## config.mk

```make
export PLATFORM = sky130hd
export DESIGN_NAME = tqvp_htfab_vga_grabber
export DESIGN_NICKNAME = d
export VERILOG_FILES = /design/src/rtl/tqvp_htfab_vga_grabber.sv
export SDC_FILE = /design/constraint.sdc
export NUM_CORES = 1
export LEC_CHECK = 0
export BUFFER_PORTS_ARGS = -buffer_cell sky130_fd_sc_hd__buf_4
export CORE_MARGIN = 5
export CORE_UTILIZATION = 56
export DETAILED_ROUTE_END_ITERATION = 8
export PLACE_DENSITY = 0.8
export SLEW_MARGIN = 10
export SYNTH_ARGS = -nofsm -noshare
export SYNTH_HDL_FRONTEND = slang
export SYNTH_SLANG_ARGS = --single-unit
```

## constraint.sdc

```tcl
create_clock -name clk -period 5.2 [get_ports clk]
set_input_delay 1.3 -clock clk [delete_from_list [all_inputs] [get_ports clk]]
set_output_delay 1.3 -clock clk [all_outputs]
set_load 0.1 [all_outputs]
```

## src/rtl/tqvp_htfab_vga_grabber.sv

```systemverilog
// tqvp_htfab_vga_grabber -- 32x16 one-bit VGA frame grabber peripheral.
//
// Watches an externally synchronised VGA stream (pixel, hsync, vsync) and
// samples a 32x16 window of 1-bit pixels into 16 row registers that the CPU
// reads back over the peripheral bus.
//
// Ports
//   clk            project clock (64 MHz nominal), sole clock
//   rst_n          synchronous active-low reset
//   ui_in          [0] pixel, [1] hsync (active-low), [2] vsync (active-low)
//   uo_out         {5'b0, sample_strobe, busy, 1'b0}; bit0 left free for UART TX
//   address        register select (writes) / row select address[5:2] (reads)
//   data_in        write data
//   data_write_n   11 none, 00 8-bit, 01 16-bit, 10 32-bit
//   data_read_n    same encoding, for reads
//   data_out       registered read data
//   data_ready     one-cycle strobe the cycle after any read request
//   user_interrupt high once a frame has been captured
//
// 8-bit write registers: 0 CTRL (bit0 arm, bit1 continuous, bit7 abort),
// 1 H_OFFSET, 2 PIX_DIV, 3 V_OFFSET, 4 LINE_DIV.
//
// Build option: define VGA_GRABBER_CONTINUOUS_EN to honour CTRL bit1, which
// re-arms capture automatically after every completed frame.

module tqvp_htfab_vga_grabber (
  input  logic        clk,
  input  logic        rst_n,
  input  logic [7:0]  ui_in,
  output logic [7:0]  uo_out,
  input  logic [5:0]  address,
  input  logic [31:0] data_in,
  input  logic [1:0]  data_write_n,
  input  logic [1:0]  data_read_n,
  output logic [31:0] data_out,
  output logic        data_ready,
  output logic        user_interrupt
);

  localparam logic [2:0] S_IDLE       = 3'd0;
  localparam logic [2:0] S_WAIT_VSYNC = 3'd1;
  localparam logic [2:0] S_WAIT_LINE  = 3'd2;
  localparam logic [2:0] S_H_SKIP     = 3'd3;
  localparam logic [2:0] S_SAMPLE     = 3'd4;
  localparam logic [2:0] S_DONE       = 3'd5;

  logic [2:0]  state;
  logic [7:0]  h_offset;
  logic [7:0]  pix_div;
  logic [7:0]  v_offset;
  logic [7:0]  line_div;
  logic        hs_prev;
  logic        vs_prev;
  logic [7:0]  line_cnt;
  logic [9:0]  h_cnt;
  logic [7:0]  div_cnt;
  logic [4:0]  col;
  logic [31:0] row_buf;
  logic [4:0]  row_idx;
  logic        done;
  logic        sample_strobe;
  logic [31:0] rows [16];

`ifdef VGA_GRABBER_CONTINUOUS_EN
  logic        continuous;
`endif

  logic        pixel;
  logic        hs_fall;
  logic        vs_fall;
  logic        wr8;
  logic        ctrl_wr;
  logic        ctrl_act;
  logic        busy;
  logic        in_line;
  logic        commit_en;
  logic [31:0] commit_data;
  logic        unused_bits;

  assign pixel    = ui_in[0];
  assign hs_fall  = hs_prev & ~ui_in[1];
  assign vs_fall  = vs_prev & ~ui_in[2];
  assign wr8      = (data_write_n == 2'b00);
  assign ctrl_wr  = wr8 && (address == 6'd0);
  assign ctrl_act = ctrl_wr && (data_in[7] || data_in[0]);
  assign busy     = (state != S_IDLE) && (state != S_DONE);
  assign in_line  = (state == S_H_SKIP) || (state == S_SAMPLE);

  assign uo_out         = {5'b0, sample_strobe, busy, 1'b0};
  assign user_interrupt = done;
  assign unused_bits    = ^{ui_in[7:3], data_in[31:8], data_in[6:1]};

  // A row is committed either when column 31 is sampled (the final pixel is
  // merged in on the way to the row register) or when hsync cuts the line
  // short. A vsync edge or a CTRL arm/abort in the same cycle discards it.
  always_comb begin
    commit_en   = 1'b0;
    commit_data = row_buf;
    if (!ctrl_act && in_line && !vs_fall) begin
      if (hs_fall) begin
        commit_en = 1'b1;
      end else if (state == S_SAMPLE && div_cnt == '0 && col == 5'd31) begin
        commit_en   = 1'b1;
        commit_data = {pixel, row_buf[30:0]};
      end
    end
  end

  always_ff @(posedge clk) begin
    if (!rst_n) begin
      for (int unsigned i = 0; i < 16; i++) rows[i] <= '0;
    end else if (commit_en) begin
      rows[row_idx[3:0]] <= commit_data;
    end
  end

  // Read port: registered, so a commit and a read of the same row in one
  // cycle returns the pre-commit contents.
  always_ff @(posedge clk) begin
    if (!rst_n) begin
      data_out   <= '0;
      data_ready <= 1'b0;
    end else begin
      data_ready <= (data_read_n != 2'b11);
      case (data_read_n)
        2'b10:   data_out <= rows[address[5:2]];
        2'b00:   data_out <= {24'b0, row_idx[3:0], 2'b0, done, busy};
        2'b01:   data_out <= '0;
        default: ;
      endcase
    end
  end

  always_ff @(posedge clk) begin
    if (!rst_n) begin
      state         <= S_IDLE;
      h_offset      <= 8'd92;
      pix_div       <= 8'd50;
      v_offset      <= 8'd35;
      line_div      <= 8'd29;
      hs_prev       <= 1'b1;
      vs_prev       <= 1'b1;
      line_cnt      <= '0;
      h_cnt         <= '0;
      div_cnt       <= '0;
      col           <= '0;
      row_buf       <= '0;
      row_idx       <= '0;
      done          <= 1'b0;
      sample_strobe <= 1'b0;
`ifdef VGA_GRABBER_CONTINUOUS_EN
      continuous    <= 1'b0;
`endif
    end else begin
      hs_prev       <= ui_in[1];
      vs_prev       <= ui_in[2];
      sample_strobe <= 1'b0;

      if (wr8) begin
        case (address)
          6'd1:    h_offset <= data_in[7:0];
          6'd2:    pix_div  <= data_in[7:0];
          6'd3:    v_offset <= data_in[7:0];
          6'd4:    line_div <= data_in[7:0];
          default: ;
        endcase
      end

`ifdef VGA_GRABBER_CONTINUOUS_EN
      if (ctrl_wr) continuous <= data_in[1];
`endif

      if (commit_en) row_idx <= row_idx + 5'd1;

      if (ctrl_act) begin
        done <= 1'b0;
        if (data_in[7]) begin
          state <= S_IDLE;
        end else begin
          row_idx <= '0;
          state   <= S_WAIT_VSYNC;
        end
      end else begin
        case (state)
          S_WAIT_VSYNC: begin
            if (vs_fall) begin
              line_cnt <= v_offset;
              state    <= S_WAIT_LINE;
            end
          end

          // An hsync edge mid-line has already committed the partial row via
          // commit_en; the same edge then also starts the next line here.
          S_WAIT_LINE, S_H_SKIP, S_SAMPLE: begin
            if (vs_fall) begin
              row_idx  <= '0;
              line_cnt <= v_offset;
              state    <= S_WAIT_LINE;
            end else if (hs_fall) begin
              if (in_line && row_idx == 5'd15) begin
                done  <= 1'b1;
                state <= S_DONE;
              end else if (line_cnt == '0) begin
                line_cnt <= line_div;
                h_cnt    <= {h_offset, 2'b00};
                col      <= '0;
                row_buf  <= '0;
                state    <= S_H_SKIP;
              end else begin
                line_cnt <= line_cnt - 8'd1;
                state    <= S_WAIT_LINE;
              end
            end else if (state == S_H_SKIP) begin
              if (h_cnt == '0) begin
                div_cnt <= '0;
                state   <= S_SAMPLE;
              end else begin
                h_cnt <= h_cnt - 10'd1;
              end
            end else if (state == S_SAMPLE) begin
              if (div_cnt == '0) begin
                row_buf[col]  <= pixel;
                sample_strobe <= 1'b1;
                div_cnt       <= pix_div;
                col           <= col + 5'd1;
                if (col == 5'd31) begin
                  if (row_idx == 5'd15) begin
                    done  <= 1'b1;
                    state <= S_DONE;
                  end else begin
                    state <= S_WAIT_LINE;
                  end
                end
              end else begin
                div_cnt <= div_cnt - 8'd1;
              end
            end
          end

`ifdef VGA_GRABBER_CONTINUOUS_EN
          S_DONE: begin
            if (continuous) begin
              row_idx <= '0;
              state   <= S_WAIT_VSYNC;
            end
          end
`endif

          default: ;
        endcase
      end
    end
  end

endmodule
```

==> results.toml <==
[drt]
dr.pass1.iters = 6
drt_iter0_drc = 2436
vias_per_cell = 6.42
vias = 18632
detail-route-antenna-nets = 0
route.detailed.drc = 0
wire_per_inst_um = 26.2
wl_um = 76200

[hold_path]
holdPathStages = 2
hold_path.class = "reg -> reg"

[finish]
final_nets = 2215
drive_above_1_share_pct = 20.0
fill_cells = 3810
syn_to_final_growth_pct = 11.2
final_common_cell = "edfxtp_1"
mostFrequentLayoutCells = "edfxtp_1 (512), and2_1 (497), mux4_2 (152)"

[power_and_ir_drop]
peakVddDrop_mv = 0.347
p_leak_nw = 11.6
power.density_mw_per_mm2 = 372

[synth]
ys_async_sr_fraction_pct = 0
synth_cell_types = 79
synth_top_area_share_pct = 51.1
synth_top_cells_by_area = "edfxtp_1 (51%), mux4_2 (11%), and2_1 (10%)"
syn_inst = 2149
synth_edf_count = 512
syn_area_mm2 = 0.0301
synth_ff_type = "edfxtp_1"
avgSynthCellArea_um2 = 14.0
synth_seq_cells = 652
seq_area_frac_synth_pct = 60.4
yosys.area.top_type = "edfxtp_1"
ys_warn_count = 0

[timing]
worstMarginPinSlew_ns = 1.19
max-slew-margin-rel_pct = 20.4
fmax_mhz = 244
fin_crit_ns = 4.09
hold_ws_ns = 0.473
setup_tns_ns = 0
final_max_slew_viol_count = 0
fin_worst_skew_ns = 0.0283
rsz0062_at_grt = "false"
finalSetupViolations = 0
finalCritPeriodShare_pct = 78.7
final_hold_viol_count = 0

[clock_network]
cts-htree-levels = 3
clkTransAtPathRegs_ns = 0.06
cts.sinks = 652
cts-buffers-inserted = 69
clk_path_buf_depth = 3
root_buffer = "clkbuf_16"
insertion_delay_ns = 0.61
cts_resized = 0
post-cts-setup-buffers = 0
cts_hold_buf = 0
cts_tree = "built"

[worst_setup_path]
critical_path_required_ns = 5.48
crit_slowest_cell = "ha_1"
ff2ff_path_depth = 9
crit_top_cell = "ha_1"
crit_cells = 9
critPathMaxFanout = 20
crit_type = "reg -> reg"
critPathLaunchType = "flip-flop"
path_cells = "ha_1, inv_1, nor2_1, ha_1, and4_1, o211ai_4, nor4_4, nand2b_2, buf_12"
crit_arrival_ns = 4.38
slowest_delay_ns = 0.58
crit_path_end_kind = "flip-flop"
critPathBufInv = 2
crit_family = "simple AND/OR/NAND/NOR gates"

[grt]
grt_usage_pct = 25.7
grt-ovfl-total = 0
antenna_found_initial = 3
first_global_vias = 19144
grt_max_degree = 80
grt_first_pass_wirelength_um = 115000

[floorplan]
core_mm2 = 0.0535
rows = 85
pin_count = 94
start_util_pct = 56.3
die-width_um = 242
die_y_um = 242
dieArea_mm2 = 0.0585

[place]
numPortBuffers = 58
routabilityCongestion = 0.871
hpwl_um = 41500

[run]
max-cap-violations = 0

[outcome]
outcome = "completed"
worst reg2reg max path: stages (launching register included):
cell and delay, ns:
dfxtp_1 0.40, ha_1 0.58, inv_1 0.17, nor2_1 0.35, ha_1 0.29, and4_1 0.35
o211ai_4 0.39, nor4_4 0.33, nand2b_2 0.58, buf_12 0.29
layer usage:
metal | track usage [%] | part of all wire, % | vias to the layer above
met5 | 0 | 0 | -
met1 | 34.8 | 38 | 9342
met4 | 9.45 | 3.8 | 0
met3 | 6.61 | 11 | 202
li1 | - | - | 8023
met2 | 40.8 | 47 | 1065
area by class of cell:
class | instances | area, um^2 | area share (%)
inverters | 23 | 86.3 | 0.258
multi-input cells | 1284 | 11100 | 33.2
clock inverters | 23 | 262 | 0.782
repair buffers | 118 | 958 | 2.87
flip-flops and latches | 652 | 18200 | 54.3
well taps | 696 | 871 | 2.60
diodes | 3 | 7.51 | 0.0224
clock buffers | 104 | 1990 | 5.95
cells in the mapped netlist (all sizes together), types with 4 or more instances:
cell type / n
edfxtp: 512
and2: 498
mux4: 152
dfxtp: 140
clkbuf: 119
nand2: 83
a21oi: 78
buf: 76
nor2: 48
mux2i: 46
o31ai: 42
o21ai: 37
or4: 37
a22o: 26
inv: 23
nand2b: 22
nor2b: 20
nor4: 16
ha: 15
nor3: 15
nand3: 14
nor4b: 10
mux2: 8
o311ai: 8
a31oi: 7
o2111ai: 7
or3: 7
and3: 6
nor3b: 6
o22ai: 6
a22oi: 5
nand3b: 5
o211ai: 5
a221oi: 4
xnor2: 4
final timing paths:
path | from | end | slack (ns)
hold reg to reg | user_interrupt | user_interrupt | 0.47
setup / recovery | col[1] | rows[0][2] | 1.11
hold / removal | user_interrupt | user_interrupt | 0.47
setup reg to reg | col[1] | rows[0][2] | 1.11
registers in the layout, indices dropped and copies added (netlist names), 10 cells and up, named ones only:
name      cells
data_out     32
h_cnt        10
row_buf      32
rows        512
cells by family after synthesis:
family	after synthesis	synth area share, %
and+or+nand+nor	802	16.5
DFF	652	60.4
AOI/OAI and AO/OA	250	5.73
buffers and inverters	218	3.35
muxes	206	13.2
adders and majority gates	15	0.624
xor gates and xnor gates	5	0.146
other	1	0.0125
through the flow:
stage | utilization (%) | std cells | total power, mW | worst slack, ns | instance area (um^2)
after global routing | 62.5 | 2901 | 12.8 | 1.02 | 33400
after CTS | 62.5 | 2900 | 12.5 | 1.20 | 33400
after floorplan | - | 2154 | 7.19 | 0.0274 | 30100
after detailed placement | 58.3 | 2773 | 7.62 | 0.895 | 31200
after global placement | 58.3 | 2773 | 7.56 | 1.06 | 31200
final | 62.5 | 2903 | 12.4 | 1.11 | 33500
where the power goes:
part	leakage, nW	switching [mW]	total, mW	internal [mW]
Combinational	4.37	1.04	1.58	0.533
Sequential	6.10	0.121	5.96	5.84
Clock	1.11	2.01	4.91	2.90
Total	11.6	3.17	12.4	9.28
Power figures use the tool's default switching activity.
